File: src/rtl/axi_lite_avalon_bridge_if.sv
// Bundles the AXI4-Lite slave channels and the Avalon-MM master signals of the bridge.
// The slave modport is the bridge's view; the master modport is the interconnect/register-block side.
interface axi_lite_avalon_bridge_if #(
  parameter int AW     = 32,
  parameter int DW     = 32,
  parameter int AVS_AW = 11
);
  logic [AW-1:0]     S_AXI_AWADDR;
  logic [2:0]        S_AXI_AWPROT;
  logic              S_AXI_AWVALID;
  logic              S_AXI_AWREADY;
  logic [DW-1:0]     S_AXI_WDATA;
  logic [DW/8-1:0]   S_AXI_WSTRB;
  logic              S_AXI_WVALID;
  logic              S_AXI_WREADY;
  logic [1:0]        S_AXI_BRESP;
  logic              S_AXI_BVALID;
  logic              S_AXI_BREADY;
  logic [AW-1:0]     S_AXI_ARADDR;
  logic [2:0]        S_AXI_ARPROT;
  logic              S_AXI_ARVALID;
  logic              S_AXI_ARREADY;
  logic [DW-1:0]     S_AXI_RDATA;
  logic [1:0]        S_AXI_RRESP;
  logic              S_AXI_RVALID;
  logic              S_AXI_RREADY;
  logic [AVS_AW-1:0] oAvsAddress;
  logic [DW/8-1:0]   oAvsByteenable;
  logic              oAvsRead;
  logic              oAvsWrite;
  logic [DW-1:0]     oAvsWritedata;
  logic [DW-1:0]     iAvsReaddata;
  logic              iAvsWaitrequest;

  modport slave (
    input  S_AXI_AWADDR, S_AXI_AWPROT, S_AXI_AWVALID,
    output S_AXI_AWREADY,
    input  S_AXI_WDATA, S_AXI_WSTRB, S_AXI_WVALID,
    output S_AXI_WREADY,
    output S_AXI_BRESP, S_AXI_BVALID,
    input  S_AXI_BREADY,
    input  S_AXI_ARADDR, S_AXI_ARPROT, S_AXI_ARVALID,
    output S_AXI_ARREADY,
    output S_AXI_RDATA, S_AXI_RRESP, S_AXI_RVALID,
    input  S_AXI_RREADY,
    output oAvsAddress, oAvsByteenable, oAvsRead, oAvsWrite, oAvsWritedata,
    input  iAvsReaddata, iAvsWaitrequest
  );

  modport master (
    output S_AXI_AWADDR, S_AXI_AWPROT, S_AXI_AWVALID,
    input  S_AXI_AWREADY,
    output S_AXI_WDATA, S_AXI_WSTRB, S_AXI_WVALID,
    input  S_AXI_WREADY,
    input  S_AXI_BRESP, S_AXI_BVALID,
    output S_AXI_BREADY,
    output S_AXI_ARADDR, S_AXI_ARPROT, S_AXI_ARVALID,
    input  S_AXI_ARREADY,
    input  S_AXI_RDATA, S_AXI_RRESP, S_AXI_RVALID,
    output S_AXI_RREADY,
    input  oAvsAddress, oAvsByteenable, oAvsRead, oAvsWrite, oAvsWritedata,
    output iAvsReaddata, iAvsWaitrequest
  );
endinterface

File: src/rtl/axi_lite_avalon_bridge.sv
// AXI4-Lite slave to Avalon-MM master bridge: window decode, waitrequest timeout,
// alternating read/write arbitration, one transaction in flight.
//
// state   | meaning
// IDLE    | arbitrate; pulse AW/W or AR ready, decode on handshake
// WR_ACC  | oAvsWrite held until waitrequest low or timeout
// RD_ACC  | oAvsRead held until waitrequest low or timeout
// WR_RESP | BVALID held until BREADY
// RD_RESP | RVALID/RDATA held until RREADY
module axi_lite_avalon_bridge #(
  parameter logic [31:0] C_BASEADDR         = 32'h0000_0000,
  parameter logic [31:0] C_HIGHADDR         = 32'h0000_FFFF,
  parameter int          C_S_AXI_ADDR_WIDTH = 32,
  parameter int          C_S_AXI_DATA_WIDTH = 32,
  parameter int          C_AVS_ADDR_WIDTH   = 11,
  parameter int          C_TIMEOUT          = 255
) (
  input  logic                   ACLK,
  input  logic                   ARESETN,
  axi_lite_avalon_bridge_if.slave bus
);

  localparam int AW  = C_S_AXI_ADDR_WIDTH;
  localparam int DW  = C_S_AXI_DATA_WIDTH;
  localparam int SW  = DW / 8;
  localparam int VW  = C_AVS_ADDR_WIDTH;
  localparam int LSB = $clog2(SW);
  localparam int TW  = (C_TIMEOUT > 1) ? $clog2(C_TIMEOUT) : 1;
  localparam logic [TW-1:0] TMO_LOAD = TW'((C_TIMEOUT > 0) ? C_TIMEOUT - 1 : 0);
  localparam logic [AW:0]   BASE_X   = {1'b0, AW'(C_BASEADDR)};
  localparam logic [AW:0]   HIGH_X   = {1'b0, AW'(C_HIGHADDR)};

  typedef enum logic [2:0] {IDLE, WR_ACC, RD_ACC, WR_RESP, RD_RESP} state_t;

  state_t          state_q, state_d;
  logic            awready_q, awready_d;
  logic            arready_q, arready_d;
  logic            bvalid_q, bvalid_d;
  logic            rvalid_q, rvalid_d;
  logic [1:0]      bresp_q, bresp_d;
  logic [1:0]      rresp_q, rresp_d;
  logic [DW-1:0]   rdata_q, rdata_d;
  logic [VW-1:0]   avs_addr_q, avs_addr_d;
  logic [SW-1:0]   avs_be_q, avs_be_d;
  logic [DW-1:0]   avs_wdata_q, avs_wdata_d;
  logic            avs_read_q, avs_read_d;
  logic            avs_write_q, avs_write_d;
  logic [TW-1:0]   tmo_q, tmo_d;
  logic            last_wr_q, last_wr_d;

  logic            wr_elig, rd_elig, aw_hs, ar_hs, arbitrate;
  logic [AW-1:0]   dec_addr;
  logic [AW:0]     lo_diff, hi_diff;
  logic            in_win;
  logic [VW-1:0]   avs_off;
  logic            unused_ok;

  assign wr_elig = bus.S_AXI_AWVALID && bus.S_AXI_WVALID;
  assign rd_elig = bus.S_AXI_ARVALID;
  assign aw_hs   = awready_q && wr_elig;
  assign ar_hs   = arready_q && rd_elig;

  // Both ready flops are never high together, so one decoder serves both channels.
  // Sign bits of the widened differences give the window bounds without constant compares.
  assign dec_addr = awready_q ? bus.S_AXI_AWADDR : bus.S_AXI_ARADDR;
  assign lo_diff  = {1'b0, dec_addr} - BASE_X;
  assign hi_diff  = HIGH_X - {1'b0, dec_addr};
  assign in_win   = !lo_diff[AW] && !hi_diff[AW];
  assign avs_off  = {lo_diff[VW-1:LSB], {LSB{1'b0}}};
  assign unused_ok = ^{bus.S_AXI_AWPROT, bus.S_AXI_ARPROT, lo_diff, hi_diff};

  always_comb begin
    state_d     = state_q;
    awready_d   = 1'b0;
    arready_d   = 1'b0;
    bvalid_d    = bvalid_q;
    rvalid_d    = rvalid_q;
    bresp_d     = bresp_q;
    rresp_d     = rresp_q;
    rdata_d     = rdata_q;
    avs_addr_d  = avs_addr_q;
    avs_be_d    = avs_be_q;
    avs_wdata_d = avs_wdata_q;
    avs_read_d  = avs_read_q;
    avs_write_d = avs_write_q;
    tmo_d       = tmo_q;
    last_wr_d   = last_wr_q;
    arbitrate   = 1'b0;

    case (state_q)
      IDLE: begin
        if (aw_hs) begin
          avs_addr_d  = avs_off;
          avs_be_d    = bus.S_AXI_WSTRB;
          avs_wdata_d = bus.S_AXI_WDATA;
          tmo_d       = TMO_LOAD;
          if (!in_win) begin
            bresp_d  = 2'b11;
            bvalid_d = 1'b1;
            state_d  = WR_RESP;
          end else if (bus.S_AXI_WSTRB == '0) begin
            bresp_d  = 2'b00;
            bvalid_d = 1'b1;
            state_d  = WR_RESP;
          end else begin
            avs_write_d = 1'b1;
            state_d     = WR_ACC;
          end
        end else if (ar_hs) begin
          avs_addr_d = avs_off;
          avs_be_d   = '1;
          tmo_d      = TMO_LOAD;
          if (!in_win) begin
            rresp_d  = 2'b11;
            rdata_d  = '0;
            rvalid_d = 1'b1;
            state_d  = RD_RESP;
          end else begin
            avs_read_d = 1'b1;
            state_d    = RD_ACC;
          end
        end else begin
          arbitrate = 1'b1;
        end
      end
      WR_ACC: begin
        if (!bus.iAvsWaitrequest) begin
          avs_write_d = 1'b0;
          bresp_d     = 2'b00;
          bvalid_d    = 1'b1;
          state_d     = WR_RESP;
        end else if ((C_TIMEOUT != 0) && (tmo_q == '0)) begin
          avs_write_d = 1'b0;
          bresp_d     = 2'b10;
          bvalid_d    = 1'b1;
          state_d     = WR_RESP;
        end else begin
          tmo_d = tmo_q - TW'(1);
        end
      end
      RD_ACC: begin
        if (!bus.iAvsWaitrequest) begin
          avs_read_d = 1'b0;
          rresp_d    = 2'b00;
          rdata_d    = bus.iAvsReaddata;
          rvalid_d   = 1'b1;
          state_d    = RD_RESP;
        end else if ((C_TIMEOUT != 0) && (tmo_q == '0)) begin
          avs_read_d = 1'b0;
          rresp_d    = 2'b10;
          rdata_d    = '0;
          rvalid_d   = 1'b1;
          state_d    = RD_RESP;
        end else begin
          tmo_d = tmo_q - TW'(1);
        end
      end
      WR_RESP: begin
        if (bus.S_AXI_BREADY) begin
          bvalid_d  = 1'b0;
          last_wr_d = 1'b1;
          state_d   = IDLE;
          arbitrate = 1'b1;
        end
      end
      RD_RESP: begin
        if (bus.S_AXI_RREADY) begin
          rvalid_d  = 1'b0;
          last_wr_d = 1'b0;
          state_d   = IDLE;
          arbitrate = 1'b1;
        end
      end
      default: state_d = IDLE;
    endcase

    // Grant decided on the edge that enters (or stays in) IDLE so ready is high the next cycle.
    if (arbitrate) begin
      if (wr_elig && (!rd_elig || !last_wr_d)) begin
        awready_d = 1'b1;
      end else if (rd_elig) begin
        arready_d = 1'b1;
      end
    end
  end

  always_ff @(posedge ACLK or negedge ARESETN) begin
    if (!ARESETN) begin
      state_q     <= IDLE;
      awready_q   <= 1'b0;
      arready_q   <= 1'b0;
      bvalid_q    <= 1'b0;
      rvalid_q    <= 1'b0;
      bresp_q     <= '0;
      rresp_q     <= '0;
      rdata_q     <= '0;
      avs_addr_q  <= '0;
      avs_be_q    <= '0;
      avs_wdata_q <= '0;
      avs_read_q  <= 1'b0;
      avs_write_q <= 1'b0;
      tmo_q       <= '0;
      last_wr_q   <= 1'b0;
    end else begin
      state_q     <= state_d;
      awready_q   <= awready_d;
      arready_q   <= arready_d;
      bvalid_q    <= bvalid_d;
      rvalid_q    <= rvalid_d;
      bresp_q     <= bresp_d;
      rresp_q     <= rresp_d;
      rdata_q     <= rdata_d;
      avs_addr_q  <= avs_addr_d;
      avs_be_q    <= avs_be_d;
      avs_wdata_q <= avs_wdata_d;
      avs_read_q  <= avs_read_d;
      avs_write_q <= avs_write_d;
      tmo_q       <= tmo_d;
      last_wr_q   <= last_wr_d;
    end
  end

  assign bus.S_AXI_AWREADY  = awready_q;
  assign bus.S_AXI_WREADY   = awready_q;
  assign bus.S_AXI_ARREADY  = arready_q;
  assign bus.S_AXI_BVALID   = bvalid_q;
  assign bus.S_AXI_BRESP    = bresp_q;
  assign bus.S_AXI_RVALID   = rvalid_q;
  assign bus.S_AXI_RRESP    = rresp_q;
  assign bus.S_AXI_RDATA    = rdata_q;
  assign bus.oAvsAddress    = avs_addr_q;
  assign bus.oAvsByteenable = avs_be_q;
  assign bus.oAvsWritedata  = avs_wdata_q;
  assign bus.oAvsRead       = avs_read_q;
  assign bus.oAvsWrite      = avs_write_q;

endmodule
File: src/flat_wrapper.sv
// flat-port wrapper written by rule: the top's interface ports become plain ports
module axi_lite_avalon_bridge_flat 
#(
  parameter logic [31:0] C_BASEADDR         = 32'h0000_0000,
  parameter logic [31:0] C_HIGHADDR         = 32'h0000_FFFF,
  parameter int          C_S_AXI_ADDR_WIDTH = 32,
  parameter int          C_S_AXI_DATA_WIDTH = 32,
  parameter int          C_AVS_ADDR_WIDTH   = 11,
  parameter int          C_TIMEOUT          = 255
)
  (ACLK, ARESETN, bus_S_AXI_AWADDR, bus_S_AXI_AWPROT, bus_S_AXI_AWVALID, bus_S_AXI_AWREADY, bus_S_AXI_WDATA, bus_S_AXI_WSTRB, bus_S_AXI_WVALID, bus_S_AXI_WREADY, bus_S_AXI_BRESP, bus_S_AXI_BVALID, bus_S_AXI_BREADY, bus_S_AXI_ARADDR, bus_S_AXI_ARPROT, bus_S_AXI_ARVALID, bus_S_AXI_ARREADY, bus_S_AXI_RDATA, bus_S_AXI_RRESP, bus_S_AXI_RVALID, bus_S_AXI_RREADY, bus_oAvsAddress, bus_oAvsByteenable, bus_oAvsRead, bus_oAvsWrite, bus_oAvsWritedata, bus_iAvsReaddata, bus_iAvsWaitrequest);
  axi_lite_avalon_bridge_if bus_i ();
  input  logic ACLK;
  input  logic ARESETN;
  input wire logic [$bits(bus_i.S_AXI_AWADDR)-1:0] bus_S_AXI_AWADDR;
  input wire logic [$bits(bus_i.S_AXI_AWPROT)-1:0] bus_S_AXI_AWPROT;
  input wire logic [$bits(bus_i.S_AXI_AWVALID)-1:0] bus_S_AXI_AWVALID;
  output wire logic [$bits(bus_i.S_AXI_AWREADY)-1:0] bus_S_AXI_AWREADY;
  input wire logic [$bits(bus_i.S_AXI_WDATA)-1:0] bus_S_AXI_WDATA;
  input wire logic [$bits(bus_i.S_AXI_WSTRB)-1:0] bus_S_AXI_WSTRB;
  input wire logic [$bits(bus_i.S_AXI_WVALID)-1:0] bus_S_AXI_WVALID;
  output wire logic [$bits(bus_i.S_AXI_WREADY)-1:0] bus_S_AXI_WREADY;
  output wire logic [$bits(bus_i.S_AXI_BRESP)-1:0] bus_S_AXI_BRESP;
  output wire logic [$bits(bus_i.S_AXI_BVALID)-1:0] bus_S_AXI_BVALID;
  input wire logic [$bits(bus_i.S_AXI_BREADY)-1:0] bus_S_AXI_BREADY;
  input wire logic [$bits(bus_i.S_AXI_ARADDR)-1:0] bus_S_AXI_ARADDR;
  input wire logic [$bits(bus_i.S_AXI_ARPROT)-1:0] bus_S_AXI_ARPROT;
  input wire logic [$bits(bus_i.S_AXI_ARVALID)-1:0] bus_S_AXI_ARVALID;
  output wire logic [$bits(bus_i.S_AXI_ARREADY)-1:0] bus_S_AXI_ARREADY;
  output wire logic [$bits(bus_i.S_AXI_RDATA)-1:0] bus_S_AXI_RDATA;
  output wire logic [$bits(bus_i.S_AXI_RRESP)-1:0] bus_S_AXI_RRESP;
  output wire logic [$bits(bus_i.S_AXI_RVALID)-1:0] bus_S_AXI_RVALID;
  input wire logic [$bits(bus_i.S_AXI_RREADY)-1:0] bus_S_AXI_RREADY;
  output wire logic [$bits(bus_i.oAvsAddress)-1:0] bus_oAvsAddress;
  output wire logic [$bits(bus_i.oAvsByteenable)-1:0] bus_oAvsByteenable;
  output wire logic [$bits(bus_i.oAvsRead)-1:0] bus_oAvsRead;
  output wire logic [$bits(bus_i.oAvsWrite)-1:0] bus_oAvsWrite;
  output wire logic [$bits(bus_i.oAvsWritedata)-1:0] bus_oAvsWritedata;
  input wire logic [$bits(bus_i.iAvsReaddata)-1:0] bus_iAvsReaddata;
  input wire logic [$bits(bus_i.iAvsWaitrequest)-1:0] bus_iAvsWaitrequest;
  assign bus_i.S_AXI_AWADDR = bus_S_AXI_AWADDR;
  assign bus_i.S_AXI_AWPROT = bus_S_AXI_AWPROT;
  assign bus_i.S_AXI_AWVALID = bus_S_AXI_AWVALID;
  assign bus_S_AXI_AWREADY = bus_i.S_AXI_AWREADY;
  assign bus_i.S_AXI_WDATA = bus_S_AXI_WDATA;
  assign bus_i.S_AXI_WSTRB = bus_S_AXI_WSTRB;
  assign bus_i.S_AXI_WVALID = bus_S_AXI_WVALID;
  assign bus_S_AXI_WREADY = bus_i.S_AXI_WREADY;
  assign bus_S_AXI_BRESP = bus_i.S_AXI_BRESP;
  assign bus_S_AXI_BVALID = bus_i.S_AXI_BVALID;
  assign bus_i.S_AXI_BREADY = bus_S_AXI_BREADY;
  assign bus_i.S_AXI_ARADDR = bus_S_AXI_ARADDR;
  assign bus_i.S_AXI_ARPROT = bus_S_AXI_ARPROT;
  assign bus_i.S_AXI_ARVALID = bus_S_AXI_ARVALID;
  assign bus_S_AXI_ARREADY = bus_i.S_AXI_ARREADY;
  assign bus_S_AXI_RDATA = bus_i.S_AXI_RDATA;
  assign bus_S_AXI_RRESP = bus_i.S_AXI_RRESP;
  assign bus_S_AXI_RVALID = bus_i.S_AXI_RVALID;
  assign bus_i.S_AXI_RREADY = bus_S_AXI_RREADY;
  assign bus_oAvsAddress = bus_i.oAvsAddress;
  assign bus_oAvsByteenable = bus_i.oAvsByteenable;
  assign bus_oAvsRead = bus_i.oAvsRead;
  assign bus_oAvsWrite = bus_i.oAvsWrite;
  assign bus_oAvsWritedata = bus_i.oAvsWritedata;
  assign bus_i.iAvsReaddata = bus_iAvsReaddata;
  assign bus_i.iAvsWaitrequest = bus_iAvsWaitrequest;
  axi_lite_avalon_bridge #(.C_BASEADDR(C_BASEADDR), .C_HIGHADDR(C_HIGHADDR), .C_S_AXI_ADDR_WIDTH(C_S_AXI_ADDR_WIDTH), .C_S_AXI_DATA_WIDTH(C_S_AXI_DATA_WIDTH), .C_AVS_ADDR_WIDTH(C_AVS_ADDR_WIDTH), .C_TIMEOUT(C_TIMEOUT)) u_core (.ACLK(ACLK), .ARESETN(ARESETN), .bus(bus_i));
endmodule
File: config.mk
export PLATFORM = sky130hd
export DESIGN_NAME = axi_lite_avalon_bridge_flat
export DESIGN_NICKNAME = d
export VERILOG_FILES = /design/src/rtl/axi_lite_avalon_bridge_if.sv /design/src/rtl/axi_lite_avalon_bridge.sv /design/src/flat_wrapper.sv
export SDC_FILE = /design/constraint.sdc
export NUM_CORES = 1
export LEC_CHECK = 0
export CORE_ASPECT_RATIO = 1.75
export CORE_MARGIN = 3
export CORE_UTILIZATION = 42
export DETAILED_ROUTE_END_ITERATION = 7
export GPL_ROUTABILITY_DRIVEN = 0
export HOLD_SLACK_MARGIN = 0.15
export PLACE_DENSITY = 0.86
export SYNTH_ARGS = -nofsm -noshare
export SYNTH_HDL_FRONTEND = slang
export SYNTH_SLANG_ARGS = --single-unit
export TNS_END_PERCENT = 1
File: constraint.sdc
create_clock -name ACLK -period 3.2 [get_ports ACLK]
set_input_delay 0.64 -clock ACLK [delete_from_list [all_inputs] [get_ports ACLK]]
set_output_delay 0.64 -clock ACLK [all_outputs]
set_load 0.02 [all_outputs]
== Word level (Yosys, flattened, before mapping) ==
Index checks and enable logic that the tools add are counted.

* Register bits: 101
* Latch bits: 0
* Bits in writable memories: 0
* ROM bits: 0
* Output and inout port bits: 90
* Word-level logic and storage cells: 135
* Memories: 0

* Add/sub/neg operators: 2
* $mul: 0
* Divide/modulo/power cells: 0
* Magnitude comparators: 0
* Equal/unequal tests: 18
* Shift-type cells: 0
* Multiplexer cells: 73
* Bitwise logic cells: 0
* Reductions and logical operators: 27

{| class="wikitable"
|+ Operators by type and width
! operator !! count
|-
| two-way mux 32 bit || 6
|-
| one-hot mux 32 bit (2 select lines) || 1
|-
| subtractor 16 x 32 -> 33 bit, first input constant || 1
|-
| two-way mux 8 bit || 4
|-
| two-way mux 3 bit || 10
|-
| two-way mux 1 bit || 29
|-
| AND reduction 5 bit || 5
|-
| two-way mux 11 bit || 2
|-
| two-way mux 2 bit || 9
|-
| one-hot mux 8 bit (2 select lines) || 1
|-
| one-hot mux 3 bit (5 select lines) || 1
|-
| inequality test 2 bit, second input constant || 6
|-
| one-hot mux 1 bit (3 select lines) || 3
|-
| logical NOT 8 bit || 1
|-
| two-way mux 4 bit || 2
|-
| inequality test 2 x 1 -> 1 bit, second input constant || 4
|-
| one-hot mux 2 bit (2 select lines) || 2
|-
| AND reduction 4 bit || 2
|-
| nonzero test 2 bit || 4
|-
| subtractor 8 x 1 -> 8 bit, second input constant || 1
|-
| == test 3 x 2 -> 1 bit, second input constant || 2
|-
| inequality test 3 x 1 -> 1 bit, second input constant || 2
|-
| inequality test 3 x 2 -> 1 bit, second input constant || 2
|-
| one-hot mux 1 bit (2 select lines) || 3
|-
| other kinds (11) || 17
|}

== Longest topological paths before layout ==
* Word-level depth: 7
* Gate-level depth with buffers: 7
* Depth with buffers taken out: 6

== Least setup slack after synthesis ==
Ideal clock, no wire load.

* Kind: input-to-reg
* Start: in bus_S_AXI_ARADDR[30]
* End: reg u_core.avs_write_q, in the netlist u_core.bus.oAvsWrite
* Library setup time: 0.120 ns
* Arrival time: 2.197 ns
* Required time: 3.080 ns
* Slack: 0.883 ns
* Cell stages on the path: 5
* Cell sequence: or4_1 -> nor3_1 -> a22oi_1 -> or4_1 -> a31o_1

* Cells in the longest elaborated chain, start to end: 4

{| class="wikitable"
|+ Ends and longest elaborated chain
! item !! line !! source
|-
| start: declaration || flat_wrapper.sv:26 || <nowiki>input wire logic [$bits(bus_i.S_AXI_ARADDR)-1:0] bus_S_AXI_ARADDR;</nowiki>
|-
| two-way mux 32 bit || axi_lite_avalon_bridge.sv:65 || <nowiki>assign dec_addr = awready_q ? bus.S_AXI_AWADDR : bus.S_AXI_ARADDR;</nowiki>
|-
| subtractor 16 x 32 -> 33 bit || axi_lite_avalon_bridge.sv:67 || <nowiki>assign hi_diff = HIGH_X - {1'b0, dec_addr};</nowiki>
|-
| inequality test 2 bit (no source line) || - ||
|-
| AND reduction 5 bit (no source line) || - ||
|-
| end signal: assignment || axi_lite_avalon_bridge.sv:217 || <nowiki>avs_write_q <= avs_write_d;</nowiki>
|-
| end: declaration || axi_lite_avalon_bridge.sv:47 || <nowiki>logic avs_write_q, avs_write_d;</nowiki>
|}

No other way between the ends.
A chain may end at the register's enable or synchronous reset.

== Final worst setup path ==
* Start: in bus_S_AXI_ARADDR[29]
* End: reg u_core.bresp_q[1], in the netlist u_core.bus.S_AXI_BRESP[1]

* Cells in the longest elaborated chain, start to end: 5
* Elaborated cells between the ends (all ways): 7
* Classes of those cells: add/sub (1); eq/ne (1); mux (4); reduce/logical (1)

{| class="wikitable"
|+ Ends and longest elaborated chain
! item !! line !! source
|-
| two-way mux 32 bit * || axi_lite_avalon_bridge.sv:65 ||
|-
| subtractor 16 x 32 -> 33 bit * || axi_lite_avalon_bridge.sv:67 ||
|-
| two-way mux 2 bit || axi_lite_avalon_bridge.sv:97 || <nowiki>if (!in_win) begin</nowiki>
|-
| two-way mux 2 bit || axi_lite_avalon_bridge.sv:92 || <nowiki>if (aw_hs) begin</nowiki>
|-
| one-hot mux 2 bit (2 select lines) || axi_lite_avalon_bridge.sv:90 || <nowiki>case (state_q)</nowiki>
|-
| end signal: assignment || axi_lite_avalon_bridge.sv:210 || <nowiki>bresp_q <= bresp_d;</nowiki>
|-
| end: declaration || axi_lite_avalon_bridge.sv:40 || <nowiki>logic [1:0] bresp_q, bresp_d;</nowiki>
|}

Every way passes the cells marked *; elsewhere a longest branch is shown, timed or not. The select of a mux whose other input is x is not followed.

==> results.yml <==
outcome:
  run_status: "finished, final reports clean"
cts:
  cts_tree: "built"
  cts_setup_buffers: 0
  path_clk_slew_ns: 0.07
  clk_latency_ns: 0.34
  root_buffer: "clkbuf_16"
  cts.sinks: 99
  htree_levels: 3
  cts_resized: 0
  numCtsBuffers: 9
  cts.path.max_buffers: 2
  cts_hold_buf: 0
critical_path:
  crit_required_ns: 3.42
  end_kind: "flip-flop"
  worstPathCellList: "clkdlybuf4s50_1 -> or4_1 -> nor3_1 -> a22oi_1 -> o31ai_1 -> mux2_2"
  crit_path_top_delay_cell: "or4_1"
  critical_path_class: "in -> reg"
  max_stage_delay_ns: 0.52
  arrival_ns: 2.73
  crit_fanout: 7
  start_kind: "primary input"
  startpoint: "bus_S_AXI_ARADDR[29]"
  worstReg2RegStart: "u_core.state_q[1]$_DFFE_PN0P_"
global_routing:
  track_usage_pct: 23.6
  grt_max_degree: 51
  grt_pass1_vias: 4222
  antenna_found_initial: 0
  overflow: 0
  grt_pass1_wl_mm: 20.8
logic_synthesis:
  async_flop_share_pct: 100
  ys.flop_type: "dfrtp_1"
  yosys_warnings: 0
  synth_edf_count: 0
  seq_area_frac_synth_pct: 57.6
  syn_avg_cell_area_um2: 12.1
  syn_area_um2: 4300
  ys_types: 52
  syn-instance-count: 355
  ys_seq_elements: 99
floorplanning:
  die_y_um: 140
  coreArea_um2: 9910
  die_area_um2: 11500
  dieWidth_um: 82.5
  ios: 236
  start_util_pct: 43.4
  rows: 48
layout:
  mostFrequentLayoutCells: "clkdlybuf4s50_1, dfrtp_1, mux2_2"
  fin_area_um2: 6850
  utilization_pct: 69.2
  nNetsFinal: 713
  final_common_cell: "clkdlybuf4s50_1"
  synthToLayoutAreaGrowth_pct: 59.4
  antenna_cells: 0
  drive_above_1_share_pct: 13.4
worst_hold_path:
  hold_path_class: "in -> async"
placement:
  dpl-instance-area_um2: 6550
  portBuffers: 213
  place.detailed.hpwl_mm: 9.68
timing:
  rsz0062_at_grt: "no"
  timing.fmax_mhz: 398
  finalHoldViolCount: 0
  finalCritPeriodShare_pct: 78.5
  slew_headroom_pct: 57.2
  setup_tns_ns: 0
  report.final.slew_viol_count: 0
  fin_crit_ns: 2.51
  setup_viol: 0
  worstMarginPinSlew_ns: 0.642
  finClkSkew_ns: 0.00907
power_and_ir_drop:
  ir_worst_vdd_mv: 0.605
  power_leakage_nw: 2.89
  power_density_nw_per_um2: 880
route:
  totalWireLength_mm: 12.7
  vias: 3719
  drcViolationCount: 0
  wire_per_inst_um: 18.4
  drtPass1Iterations: 4
  detail-route-antenna-nets: 0
  avgViaCountPerCell: 5.36
  first_iter_violations: 157
job:
  cap_violations: 0
state kept, by name (all words and copies together) (netlist names), 2 cells and up:
| signal | count |
|---|---|
| u_core.bus.oAvsByteenable | 4 |
| u_core.tmo_q | 8 |
| u_core.bus.S_AXI_RDATA | 32 |
| u_core.state_q | 3 |
| u_core.bus.oAvsWritedata | 32 |
| u_core.bus.S_AXI_BRESP | 2 |
| u_core.bus.oAvsAddress | 9 |
| u_core.bus.S_AXI_RRESP | 2 |
where the power goes:
| part | switching, mW | total [mW] | internal, mW | leakage (nW) |
|---|---|---|---|---|
| logic | 1.40 | 2.83 | 1.43 | 1.53 |
| registers | 0.374 | 2.12 | 1.74 | 1.22 |
| clock network | 0.474 | 1.09 | 0.613 | 0.140 |
stage by stage:
step / std cells / setup WS, ns / hold WS (ns) / total power, mW
finish: 694 / 0.688 / 0.327 / 6.03
global route: 694 / 0.541 / 0.365 / 6.39
CTS: 694 / 0.703 / 0.338 / 6.09
detailed placement: 679 / 0.358 / 0.473 / 4.96
global placement: 679 / 0.371 / 0.474 / 4.85
floorplan: 356 / 0.883 / 0.344 / 3.60
cells by family after synthesis:
kind of cell,share of synthesized area (%)
other,0.0872
XOR/XNOR,0.204
AND/OR/NAND/NOR,11.1
flip-flops,57.6
buffers and inverters,3.61
multiplexers,11.0
adder cells (fa/ha/maj),0.582
AO/OA/AOI/OAI,15.8
cell usage after synthesis (all sizes together) (2+ instances only):
cell type	number	share of area, %
nand2	12	1.0
buf	13	2.1
dfrtp	99	58
a2111oi	2	0.41
nand3	8	0.93
o21ai	7	0.81
or3	2	0.29
nor2b	2	0.29
ha	2	0.58
a22o	32	6.7
mux2	34	8.9
inv	7	0.61
o22a	2	0.41
mux2i	9	2.1
nand3b	2	0.35
nand4	2	0.29
a31oi	3	0.58
nor3	11	1.4
or4	2	0.35
nor4	6	1.2
nor2	31	2.7
a21oi	21	2.5
and3	8	1.2
a31o	3	0.61
clkbuf	10	0.87
a21o	6	1.0
o41ai	2	0.41
worst paths after layout:
path / cells after the start / slack, ns / endpoint
min reg2reg: 1 / 0.49 / u_core.bus.S_AXI_BRESP[0]$_DFFE_PN0P_
max reg2reg: 4 / 0.81 / u_core.bus.oAvsWritedata[28]$_DFFE_PN0P_
max: 6 / 0.69 / u_core.bus.S_AXI_BRESP[1]$_DFFE_PN0P_
min in group ACLK: 1 / 0.49 / u_core.bus.S_AXI_BRESP[0]$_DFFE_PN0P_
min: 1 / 0.33 / u_core.bus.oAvsWritedata[24]$_DFFE_PN0P_
max in group asynchronous: 2 / 2.18 / u_core.bus.oAvsWritedata[20]$_DFFE_PN0P_
critical path, delay by kind of cell:
kind / cells / cell delay [ns]
AND/OR/NAND/NOR: 2 / 0.72
multiplexers: 1 / 0.38
buffers and inverters: 1 / 0.40
AO/OA/AOI/OAI: 2 / 0.59
metal layers:
metal  up-vias  GRT usage [%]  wire, µm  share of wire (%)
li1       1725              -         -                  -
met1      1822           25.1      4360                 34
met2       150           41.1      7140                 56
met3        22           7.19       905                7.1
met4         0           10.5       331                2.6
met5         -              0         0                  0
cell type report:
class                   instances  area (µm²)
inverters                       7        26.3
clock buffers                   9         225
well taps                     125         156
fillers                       747        3060
flip-flops and latches         99        2480
repair buffers                221        2210
multi-input cells             227        1680
clock inverters                 6        73.8
Power figures use the tool's default switching activity.
